--- src/rtl/div_pkg.sv ---
// Shared constants, state encoding and operand helper for the multi-cycle divider.
package div_pkg;

  localparam int unsigned RegBus = 32;

  localparam logic DivStart          = 1'b1;
  localparam logic DivStop           = 1'b0;
  localparam logic DivResultReady    = 1'b1;
  localparam logic DivResultNotReady = 1'b0;
  localparam logic RstEnable         = 1'b1;

  localparam logic [RegBus-1:0] ZeroWord = '0;

  // Number of restoring iterations, one quotient bit each.
  localparam logic [5:0] DivIters = 6'd32;

  typedef enum logic [1:0] {
    DivFree   = 2'b00,
    DivByZero = 2'b01,
    DivOn     = 2'b10,
    DivEnd    = 2'b11
  } div_state_e;

  // Magnitude of an operand; 0x80000000 maps to 2^31 read as unsigned.
  function automatic logic [RegBus-1:0] op_mag(input logic [RegBus-1:0] x,
                                               input logic is_signed);
    return (is_signed && x[RegBus-1]) ? (~x + 1'b1) : x;
  endfunction

endpackage

--- src/rtl/div.sv ---
// Multi-cycle 32/32 restoring divider; result_o = {remainder, quotient}.
module div
  import div_pkg::*;
(
  input  logic                clk,
  input  logic                rst,
  input  logic                signed_div_i,
  input  logic [RegBus-1:0]   opdata1_i,
  input  logic [RegBus-1:0]   opdata2_i,
  input  logic                start_i,
  input  logic                annul_i,
  output logic [2*RegBus-1:0] result_o,
  output logic                ready_o
);

  div_state_e          state_q, state_d;
  logic [5:0]          cnt_q, cnt_d;
  logic [2*RegBus:0]   work_q, work_d;
  logic [RegBus-1:0]   divisor_q, divisor_d;
  logic                signed_q, signed_d;
  logic                op1_msb_q, op1_msb_d;
  logic                op2_msb_q, op2_msb_d;
  logic [2*RegBus-1:0] result_q, result_d;
  logic                ready_q, ready_d;

  logic [RegBus:0]     diff;
  logic                neg_quo;
  logic                neg_rem;
  logic                accept;

  assign diff    = {1'b0, work_q[2*RegBus-1:RegBus]} - {1'b0, divisor_q};
  // Sign fix uses operand signs captured at start, not the live inputs.
  assign neg_quo = signed_q & (op1_msb_q ^ op2_msb_q);
  assign neg_rem = signed_q & op1_msb_q;
  assign accept  = (start_i == DivStart) && !annul_i;

  // State and datapath registers with synchronous reset.
  always_ff @(posedge clk) begin
    if (rst == RstEnable) begin
      state_q   <= DivFree;
      cnt_q     <= '0;
      work_q    <= '0;
      divisor_q <= '0;
      signed_q  <= 1'b0;
      op1_msb_q <= 1'b0;
      op2_msb_q <= 1'b0;
      result_q  <= '0;
      ready_q   <= DivResultNotReady;
    end else begin
      state_q   <= state_d;
      cnt_q     <= cnt_d;
      work_q    <= work_d;
      divisor_q <= divisor_d;
      signed_q  <= signed_d;
      op1_msb_q <= op1_msb_d;
      op2_msb_q <= op2_msb_d;
      result_q  <= result_d;
      ready_q   <= ready_d;
    end
  end

  // Next-state decode.
  always_comb begin
    state_d = state_q;
    case (state_q)
      DivFree: begin
        if (accept) state_d = (opdata2_i == ZeroWord) ? DivByZero : DivOn;
      end
      DivByZero: state_d = DivEnd;
      DivOn: begin
        if (annul_i)                state_d = DivFree;
        else if (cnt_q == DivIters) state_d = DivEnd;
      end
      DivEnd: begin
        if (start_i == DivStop) state_d = DivFree;
      end
      default: state_d = DivFree;
    endcase
  end

  // Datapath and registered-output next values.
  always_comb begin
    cnt_d     = cnt_q;
    work_d    = work_q;
    divisor_d = divisor_q;
    signed_d  = signed_q;
    op1_msb_d = op1_msb_q;
    op2_msb_d = op2_msb_q;
    result_d  = result_q;
    ready_d   = ready_q;
    case (state_q)
      DivFree: begin
        ready_d  = DivResultNotReady;
        result_d = {ZeroWord, ZeroWord};
        if (accept) begin
          signed_d  = signed_div_i;
          op1_msb_d = opdata1_i[RegBus-1];
          op2_msb_d = opdata2_i[RegBus-1];
          if (opdata2_i != ZeroWord) begin
            cnt_d     = '0;
            work_d    = {ZeroWord, op_mag(opdata1_i, signed_div_i), 1'b0};
            divisor_d = op_mag(opdata2_i, signed_div_i);
          end
        end
      end
      DivByZero: work_d = '0;
      DivOn: begin
        if (annul_i) begin
          cnt_d = '0;
        end else if (cnt_q < DivIters) begin
          if (diff[RegBus]) begin
            work_d = {work_q[2*RegBus-1:0], 1'b0};
          end else begin
            work_d = {diff[RegBus-1:0], work_q[RegBus-1:0], 1'b1};
          end
          cnt_d = cnt_q + 6'd1;
        end else begin
          if (neg_quo) work_d[RegBus-1:0] = ~work_q[RegBus-1:0] + 1'b1;
          if (neg_rem) work_d[2*RegBus:RegBus+1] = ~work_q[2*RegBus:RegBus+1] + 1'b1;
          cnt_d = '0;
        end
      end
      DivEnd: begin
        if (start_i == DivStart) begin
          result_d = {work_q[2*RegBus:RegBus+1], work_q[RegBus-1:0]};
          ready_d  = DivResultReady;
        end else begin
          result_d = {ZeroWord, ZeroWord};
          ready_d  = DivResultNotReady;
        end
      end
      default: ;
    endcase
  end

  assign result_o = result_q;
  assign ready_o  = ready_q;

endmodule

--- config.mk ---
export PLATFORM = sky130hd
export DESIGN_NAME = div
export DESIGN_NICKNAME = d
export VERILOG_FILES = /design/src/rtl/div_pkg.sv /design/src/rtl/div.sv
export SDC_FILE = /design/constraint.sdc
export NUM_CORES = 1
export LEC_CHECK = 0
export ABC_CLOCK_PERIOD_IN_PS = 3900
export CELL_PAD_IN_SITES_DETAIL_PLACEMENT = 1
export CELL_PAD_IN_SITES_GLOBAL_PLACEMENT = 1
export CORE_MARGIN = 2
export CORE_UTILIZATION = 43
export DETAILED_ROUTE_END_ITERATION = 6
export GPL_TIMING_DRIVEN = 1
export PLACE_DENSITY = 0.82
export SLEW_MARGIN = 5
export SYNTH_ARGS = -nofsm -noshare
export SYNTH_HDL_FRONTEND = slang
export SYNTH_SLANG_ARGS = --single-unit
--- constraint.sdc ---
create_clock -name clk -period 3.9 [get_ports clk]
set_input_delay 0.78 -clock clk [delete_from_list [all_inputs] [get_ports clk]]
set_output_delay 0.78 -clock clk [all_outputs]
set_load 0.02 [all_outputs]
==> summary.md, run 1 <==
| Metric | Value |
|---|---|
| Worst Hold Class | register to register |
| Comb pwr share | between 40% and 50% |
| Critical path data required time | 4.24 ns |
| Vias in the first global route | approximately 13,000 |
| Final hold viol count | 0 |
| Total core area | around 28,000 um^2 |
| Core Rows | between 60 and 70 |
| Die Ht | 171.0 um |
| Worst Setup End Kind | register |
| Final Slew Violations | 0 |
| CTS-repair resized insts | 0 |
| Setup repair after global routing missed its margin | false |
| Worst max-slew margin expressed relative to the limit | about two fifths |
| Setup Fix Bufs, Post-CTS | 0 |
| Yosys warnings | 0 |
| DRC violations left | 0 |
| Summed instance area of the synthesized netlist | 12,000 um^2 |
| Clock insertion delay at the later pin of the skew report | around 0.44 ns |
| Status | finished clean |
| Clock Path Buffers | 2 |
| Number of cells on the critical path | 11 |
| Top cell type by total area after synthesis | sky130_fd_sc_hd__dfxtp_1 |
| Last weighted congestion value of the routability-driven placer | 0.9266 |
| Maximum clock frequency | 290.5 MHz |
| Clock transition at the register clock pins on the worst setup and hold paths after CTS | ~0.080 ns |
| Cell with the largest stage delay on the worst path | sky130_fd_sc_hd__a2111oi_0 |
| Top-Level Pins | 134 |
| Full die area | ~30,000 um^2 |
| Number of cells traversed by the worst hold path | 2 |
| Max stage delay on crit path | ~0.54 ns |
| Gate count of the mapped netlist | 1,567 |
| Overall Global Routing Usage | approximately 30% |
| Filler Cells Inserted | between 3,000 and 4,000 |
| Arrival @ worst endpoint | ~3.8 ns |
| Cell chain of the critical path | inv_1 -> ha_1 -> fa_1 -> nor2b_1 -> o31a_1 -> a41oi_2 -> o21ai_1 -> o211ai_2 -> a2111oi_0 -> mux2i_1 -> a22o_1 |
| Ys async rst share | 0% |
| TNS Setup | 0 ns |
| Avg Cell Area, Syn | roughly 7.7 um^2 |
| Die Span X | roughly 170 um |
| Remaining global-route overflow | 0 |
| Clock Tree Root | sky130_fd_sc_hd__clkbuf_16 |
| Peak ir drop on the vdd network | 0.3089 mV |
| Starting DRC count in detailed routing | 930 |
| Antenna violations before repair | 0 |
| Bufs and invs on worst path | 1 |
| Nets@finish | roughly 1,800 |
| Proportion of total power due to net switching | between 40% and 50% |
| Part of the power in registers | 32.3% |
| Global-route wire length before repair | ~70,000 um |
| Leakage component of the power | 5.230 nW |
| Power share of the clock group | 25.7% |
| Clock tree from TritonCTS | built |
| Share of post-route cells with drive strength above 1 | 8.368% |
| Worst setup margin | approximately 0.46 ns |
| Maximum net fanout on the critical path | 12 |
| Sequential cell area in the final layout | 3465 um^2 |
| Initial standard-cell utilization of the core | a little over two fifths |
| Cts bufs inserted | 17 |
| Ys flop type | sky130_fd_sc_hd__dfxtp_1 |
| Synth Register Bits | between 150 and 200 |
| Most instantiated library cell after synthesis | sky130_fd_sc_hd__nor2_1 |
| Post-cts hold buffer count | 0 |
| Mean number of vias per cell | approximately 6.2 |
| Detailed placer's ending HPWL | roughly 32,000 um |
| Post-Syn Nets | roughly 1,700 |
| Relative area change from synthesis to final layout | 20.28% |
| Kind of cell adding the most delay to the critical path | compound AO/OA/AOI/OAI gates |
| Number of iterations in the first detailed-routing pass | 7 |
| Number of cell instances on the worst register-to-register path | 11 |
| Count of vias placed by the detailed router | 12,710 |
| Part of the cycle the worst path needs | between 80% and 90% |
| Pin count of the biggest net entering global routing | 81 |
| Quantity of I/O buffers inserted on ports | roughly 130 |
| EDFF count, synth | 0 |
| Antenna Cells | 0 |
| Unique cell type count in the Yosys netlist | 90 |
| Area of the multi-input gates | between 7000 and 8000 um^2 |
| Share of the yosys chip area belonging to registers | between 20% and 30% |
| Cells taking the most area after synthesis | sky130_fd_sc_hd__dfxtp_1 (29%), sky130_fd_sc_hd__nor2_1 (6.7%), sky130_fd_sc_hd__a22oi_1 (4.9%), sky130_fd_sc_hd__a21oi_1 (4.6%), sky130_fd_sc_hd__ha_1 (4.6%) |
| Internal power | approximately 4 mW |
| Crit path launch type | register |
| Finish-stage setup viols | 0 |
| Top cells by count, synth | sky130_fd_sc_hd__nor2_1 (213), sky130_fd_sc_hd__dfxtp_1 (173), sky130_fd_sc_hd__a21oi_1 (110) |
| Detailed-route wire length | 43,340 um |
| Max-cap violation count | 0 |
| Net switching power of the design | between 3 and 4 mW |
| Classification of the worst setup path | register to register |
| Routed Antenna Nets | 0 |
| Routed wire per std cell | ~21 um |
| Slew at the pin with the worst max-slew slack | around 0.9 ns |
| Post-layout minimum cycle time | around 3.4 ns |
| Cell area power density | between 400 and 500 nW/um^2 |
| Post-placement setup slack | 0.1710 ns |
| Finished Cell Area | around 14,000 um^2 |
| Max Clock Skew | roughly 0.0097 ns |
| CTS H-tree depth | 4 |
| Proportion of netlist area held by the largest area contributor | 28.87% |
| CTS sink cnt | about 170 |
| Area post-placement | 13,820 um^2 |
-- kinds of logic (layout without fill, tap and decap cells) --
group | Yosys count | after routing | synth area share [%]
AO/OA/AOI/OAI | 497 | 497 | 28.21
XOR/XNOR | 100 | 100 | 7.300
adder cells (fa/ha/maj) | 45 | 45 | 4.755
buffers and inverters | 173 | 279 | 5.809
flip-flops | 173 | 173 | 28.87
multiplexers | 17 | 17 | 1.429
AND/OR/NAND/NOR | 562 | 562 | 23.63
-- worst register-to-register path, stage by stage (launching register included) --
cell	delay [ns]
sky130_fd_sc_hd__dfxtp_1	0.42
sky130_fd_sc_hd__inv_1	0.09
sky130_fd_sc_hd__ha_1	0.21
sky130_fd_sc_hd__fa_1	0.41
sky130_fd_sc_hd__nor2b_1	0.18
sky130_fd_sc_hd__o31a_1	0.25
sky130_fd_sc_hd__a41oi_2	0.21
sky130_fd_sc_hd__o21ai_1	0.30
sky130_fd_sc_hd__o211ai_2	0.30
sky130_fd_sc_hd__a2111oi_0	0.55
sky130_fd_sc_hd__mux2i_1	0.20
sky130_fd_sc_hd__a22o_1	0.21
-- final timing paths --
check                     startpoint                 endpoint  slack (ns)
max reg2reg  work_q[32]$_SDFFE_PP0P_  work_q[61]$_SDFFE_PP0P_        0.46
min           op2_msb_q$_SDFFE_PP0P_   op2_msb_q$_SDFFE_PP0P_        0.48
min reg2reg   op2_msb_q$_SDFFE_PP0P_   op2_msb_q$_SDFFE_PP0P_        0.48
max          work_q[32]$_SDFFE_PP0P_  work_q[61]$_SDFFE_PP0P_        0.46
-- stage by stage --
stage	hold WS [ns]	instances	utilization [%]	power, mW
floorplan	0.4461	1567	-	4.277
global placement	0.4630	2019	50.01	5.132
detailed placement	0.4715	2019	50.01	5.230
finish	0.4818	2051	52.23	7.135
CTS	0.4821	2051	52.23	7.079
global route	0.5034	2051	52.23	7.537
-- sequential cells by signal, summed over array words and instances (netlist names) --
signal     cells
op1_msb_q      1
ready_o        1
result_o      64
signed_q       1
divisor_q     32
state_q        2
cnt_q          6
op2_msb_q      1
work_q        65
-- per-layer routing --
| metal | vias to the layer above | global-route usage (%) | wire length [um] |
|---|---|---|---|
| met5 | - | 0 | 0 |
| met4 | 0 | 7.480 | 687 |
| met3 | 59 | 4.349 | 2820 |
| met2 | 435 | 48.42 | 19900 |
| met1 | 6245 | 41.10 | 19940 |
| li1 | 5971 | - | - |
-- cells in the final DEF (no fill, tap or decap), types with 15 or more instances in the layout --
master / count
sky130_fd_sc_hd__a211oi_1: 47
sky130_fd_sc_hd__a21oi_1: 108
sky130_fd_sc_hd__a22oi_1: 78
sky130_fd_sc_hd__a31oi_1: 15
sky130_fd_sc_hd__and3_1: 18
sky130_fd_sc_hd__buf_4: 53
sky130_fd_sc_hd__clkbuf_16: 17
sky130_fd_sc_hd__clkdlybuf4s50_1: 132
sky130_fd_sc_hd__dfxtp_1: 172
sky130_fd_sc_hd__ha_1: 43
sky130_fd_sc_hd__inv_1: 59
sky130_fd_sc_hd__mux2i_1: 16
sky130_fd_sc_hd__nand2_1: 98
sky130_fd_sc_hd__nand2b_1: 21
sky130_fd_sc_hd__nand3_1: 33
sky130_fd_sc_hd__nand4_1: 17
sky130_fd_sc_hd__nor2_1: 212
sky130_fd_sc_hd__nor3_1: 50
sky130_fd_sc_hd__nor4_1: 19
sky130_fd_sc_hd__o211ai_1: 20
sky130_fd_sc_hd__o21ai_0: 75
sky130_fd_sc_hd__o22ai_1: 17
sky130_fd_sc_hd__o31ai_1: 17
sky130_fd_sc_hd__or3_1: 17
sky130_fd_sc_hd__xnor2_1: 60
sky130_fd_sc_hd__xor2_1: 40
-- power by group through the flow --
stage	Sequential [mW]	Clock, mW	Combinational [mW]
3_3_place_gp	2.30	0	2.83
3_5_place_dp	2.32	0	2.91
6_report	2.30	1.83	3.00
5_1_grt	2.33	1.92	3.29
4_1_cts	2.29	1.84	2.95
2_1_floorplan	2.14	0	2.14
-- layout make-up --
cell class / instances / share of cell area (%)
Clock buffer: 18 / 3.043
Clock inverter: 14 / 1.205
Inverter: 59 / 1.535
Multi-Input combinational cell: 1221 / 54.60
Sequential cell: 173 / 24.01
Tap cell: 378 / 3.277
Timing Repair Buffer: 188 / 12.33
No activity file was read; power rests on OpenSTA's default activity.
==> run 2, diff against run 1 <==
Settings changed: CELL_PAD_IN_SITES_DETAIL_PLACEMENT 1 to unset, CELL_PAD_IN_SITES_GLOBAL_PLACEMENT 1 to unset, CORE_UTILIZATION 43 to 58.
==> run 2 against run 1 <==
Clock power down 3%. Combinational power down 5%. Via count down 2.5%. Global-route usage up 1.9 points. Sequential power about the same. Critical endpoint is now work_q[46]$_SDFFE_PP0P_. Highest routed layer unchanged. Critical path depth up 2. First-iteration DRC count up 67%. Largest cell class unchanged. Count of clock-buffer cells in the layout unchanged. Flip-flop and latch count unchanged. Worst setup slack better by 0.010 ns. Die area down 25%.
==> summary.md, run 2 (same netlist as run 1, synthesis figures left out) <==
| Metric | Value |
|---|---|
| Status | finished clean (unchanged) |
| TNS Setup | 0 ns (unchanged) |
| Clock tree from TritonCTS | built (unchanged) |
| Relative area change from synthesis to final layout | 17.80% (was 20.28%) |
| Nets@finish | 1,755 (was 1,774) |
| Worst max-slew margin expressed relative to the limit | 36.03% (was 40.46%) |
| Routed wire per std cell | 18.31 um (was 21.13 um) |
| Global-route wire length before repair | 56,610 um (was 69,590 um) |
| Peak ir drop on the vdd network | 0.4385 mV (was 0.3089 mV) |
| Antenna Cells | 0 (unchanged) |
| Routed Antenna Nets | 0 (unchanged) |
| Mean number of vias per cell | 6.442 (was 6.197) |
| Count of vias placed by the detailed router | 12,400 (was 12,710) |
| Dpl cells | 1,892 (was 2,019) |
| Quantity of I/O buffers inserted on ports | 133 (unchanged) |
| Slew at the pin with the worst max-slew slack | 0.9595 ns (was 0.8932 ns) |
| Share of post-route cells with drive strength above 1 | 7.255% (was 8.368%) |
| Final hold viol count | 0 (unchanged) |
| Part of the cycle the worst path needs | 88.00% (was 88.27%) |
| Antenna violations before repair | 0 (unchanged) |
| Remaining global-route overflow | 0 (unchanged) |
| Number of iterations in the first detailed-routing pass | 6 (was 7) |
| Cell area power density | 490.6 nW/um^2 (was 494.4 nW/um^2) |
| Flip-flop count of the largest register, all copies and words added | 65 (unchanged) |
| Capture point of the worst reg-to-reg path | work_q[46]$_SDFFE_PP0P_ (was work_q[61]$_SDFFE_PP0P_) |
| Last weighted congestion value of the routability-driven placer | 0.9920 (was 0.9266) |
| Starting DRC count in detailed routing | 1,553 (was 930) |
| Full die area | 21,850 um^2 (was 29,250 um^2) |
| Overall Global Routing Usage | 31.58% (was 29.70%) |
| Slack of the worst reg-to-reg path | 0.47 ns (was 0.46 ns) |
| Maximum clock frequency | 291.4 MHz (was 290.5 MHz) |
| Clock Path Buffers | 2 (unchanged) |
| Post-cts hold buffer count | 0 (unchanged) |
| Clock Tree Root | sky130_fd_sc_hd__clkbuf_16 (unchanged) |
| Top-Level Pins | 134 (unchanged) |
| Worst setup margin | 0.4679 ns (was 0.4576 ns) |
| Max Clock Skew | 0.01456 ns (was 0.009696 ns) |
| Core Rows | 52 (was 61) |
| Crit path launch type | register (unchanged) |
| Clock insertion delay at the later pin of the skew report | 0.44 ns (about the same) |
| CTS H-tree depth | 4 (unchanged) |
| Launching element of the worst setup path | work_q[32]$_SDFFE_PP0P_ (unchanged) |
| Finish-stage setup viols | 0 (unchanged) |
| Final std cells w/o fill | 1,924 (was 2,051) |
| CTS sink cnt | 173 (unchanged) |
| Filler Cells Inserted | 1,724 (was 3,405) |
| Largest reg by FF count | work_q (unchanged) |
| Number of cell instances on the worst register-to-register path | 13 (was 11) |
| CTS-repair resized insts | 0 (unchanged) |
| Die Span X | 147.8 um (was 171.0 um) |
| Destination of the critical timing path | work_q[46]$_SDFFE_PP0P_ (was work_q[61]$_SDFFE_PP0P_) |
| Max-cap violation count | 0 (unchanged) |
| Total core area | 20,300 um^2 (was 27,630 um^2) |
| Clock transition at the register clock pins on the worst setup and hold paths after CTS | 0.07 ns (was 0.08 ns) |
| Cts bufs inserted | 17 (unchanged) |
| Detailed-route wire length | 35,220 um (was 43,340 um) |
| Detailed placer's ending HPWL | 25,860 um (was 32,090 um) |
| Maximum net fanout on the critical path | 12 (unchanged) |
| Pin count of the biggest net entering global routing | 94 (was 81) |
| Post-route total power | 6.934 mW (was 7.135 mW) |
| Vias in the first global route | 10,890 (was 12,700) |
| Most frequent cells in the layout | sky130_fd_sc_hd__nor2_1 (212), sky130_fd_sc_hd__dfxtp_1 (172), sky130_fd_sc_hd__clkdlybuf4s50_1 (132) (unchanged) |
| Worst Hold Class | register to register (unchanged) |
| Source of the worst register-to-register timing path | work_q[32]$_SDFFE_PP0P_ (unchanged) |
| Critical path data required time | 4.22 ns (was 4.24 ns) |
| Final Slew Violations | 0 (unchanged) |
| Setup repair after global routing missed its margin | false (unchanged) |
| Post-placement setup slack | 0.1545 ns (was 0.1710 ns) |
| Leakage component of the power | 5.113 nW (was 5.230 nW) |
| Commonest non-fill, non-tap cell in the layout | sky130_fd_sc_hd__nor2_1 (unchanged) |
| Arrival @ worst endpoint | 3.75 ns (was 3.78 ns) |
| DRC violations left | 0 (unchanged) |
| Setup Fix Bufs, Post-CTS | 0 (unchanged) |
| Post-layout minimum cycle time | 3.432 ns (was 3.442 ns) |
| Initial standard-cell utilization of the core | 59.10% (was 43.42%) |
| Die Ht | 147.8 um (was 171.0 um) |
| Classification of the worst setup path | register to register (unchanged) |
| Worst Setup End Kind | register (unchanged) |
[run 2: cell type report]
class	count	area, um^2	area share, %
Inverter	59	221.5	1.567
Clock buffer	18	429.2	3.036
Multi-Input combinational cell	1221	7880	55.75
Tap cell	270	337.8	2.390
Timing Repair Buffer	169	1624	11.49
Sequential cell	173	3465	24.51
Clock inverter	14	176.4	1.248
[run 2: routing by layer]
metal	part of all wire, %	vias to the layer above	GRT usage, %	routed length [um]
li1	-	5928	-	-
met1	46	5751	49.93	16260
met2	41	666	43.21	14270
met3	12	50	6.173	4173
met4	1.5	0	8.000	522
met5	0	-	0	0
[run 2: metrics by stage]
step,area [um^2],hold slack (ns),utilization (%)
after floorplan,12000,0.4461,-
after global placement,13530,0.4554,66.64
after detailed placement,13530,0.4617,66.64
after CTS,14130,0.4709,69.63
after global routing,14130,0.4889,69.63
final,14130,0.4732,69.63
[run 2: critical path: stages, from the launching register on]
cell and delay, ns:
sky130_fd_sc_hd__dfxtp_1 0.39, sky130_fd_sc_hd__inv_1 0.09, sky130_fd_sc_hd__ha_1 0.21, sky130_fd_sc_hd__fa_1 0.42, sky130_fd_sc_hd__nor2b_1 0.19, sky130_fd_sc_hd__o31a_1 0.24, sky130_fd_sc_hd__a41oi_2 0.19, sky130_fd_sc_hd__o21ai_1 0.36
sky130_fd_sc_hd__o211ai_2 0.31, sky130_fd_sc_hd__buf_4 0.31, sky130_fd_sc_hd__nand2_1 0.09, sky130_fd_sc_hd__buf_4 0.16, sky130_fd_sc_hd__mux2i_1 0.25, sky130_fd_sc_hd__o211ai_1 0.10
[run 2: worst min path at each step]
| stage | slack, ns | cells after the start | startpoint | to |
|---|---|---|---|---|
| final | 0.47 | 2 | op2_msb_q$_SDFFE_PP0P_ | op2_msb_q$_SDFFE_PP0P_ |
| after detailed placement | 0.46 | 2 | op2_msb_q$_SDFFE_PP0P_ | op2_msb_q$_SDFFE_PP0P_ |
| after CTS | 0.47 | 2 | op2_msb_q$_SDFFE_PP0P_ | op2_msb_q$_SDFFE_PP0P_ |
| after floorplan | 0.45 | 2 | divisor_q[31]$_SDFFE_PP0P_ | divisor_q[31]$_SDFFE_PP0P_ |
| after global routing | 0.49 | 2 | op2_msb_q$_SDFFE_PP0P_ | op2_msb_q$_SDFFE_PP0P_ |
| after global placement | 0.46 | 2 | divisor_q[31]$_SDFFE_PP0P_ | divisor_q[31]$_SDFFE_PP0P_ |
[run 2: where the power goes]
group	switching [mW]	internal, mW	leakage, nW	total, mW
clock network	0.808	0.971	0.290	1.78
logic	1.79	1.07	3.42	2.86
registers	0.329	1.97	1.41	2.30
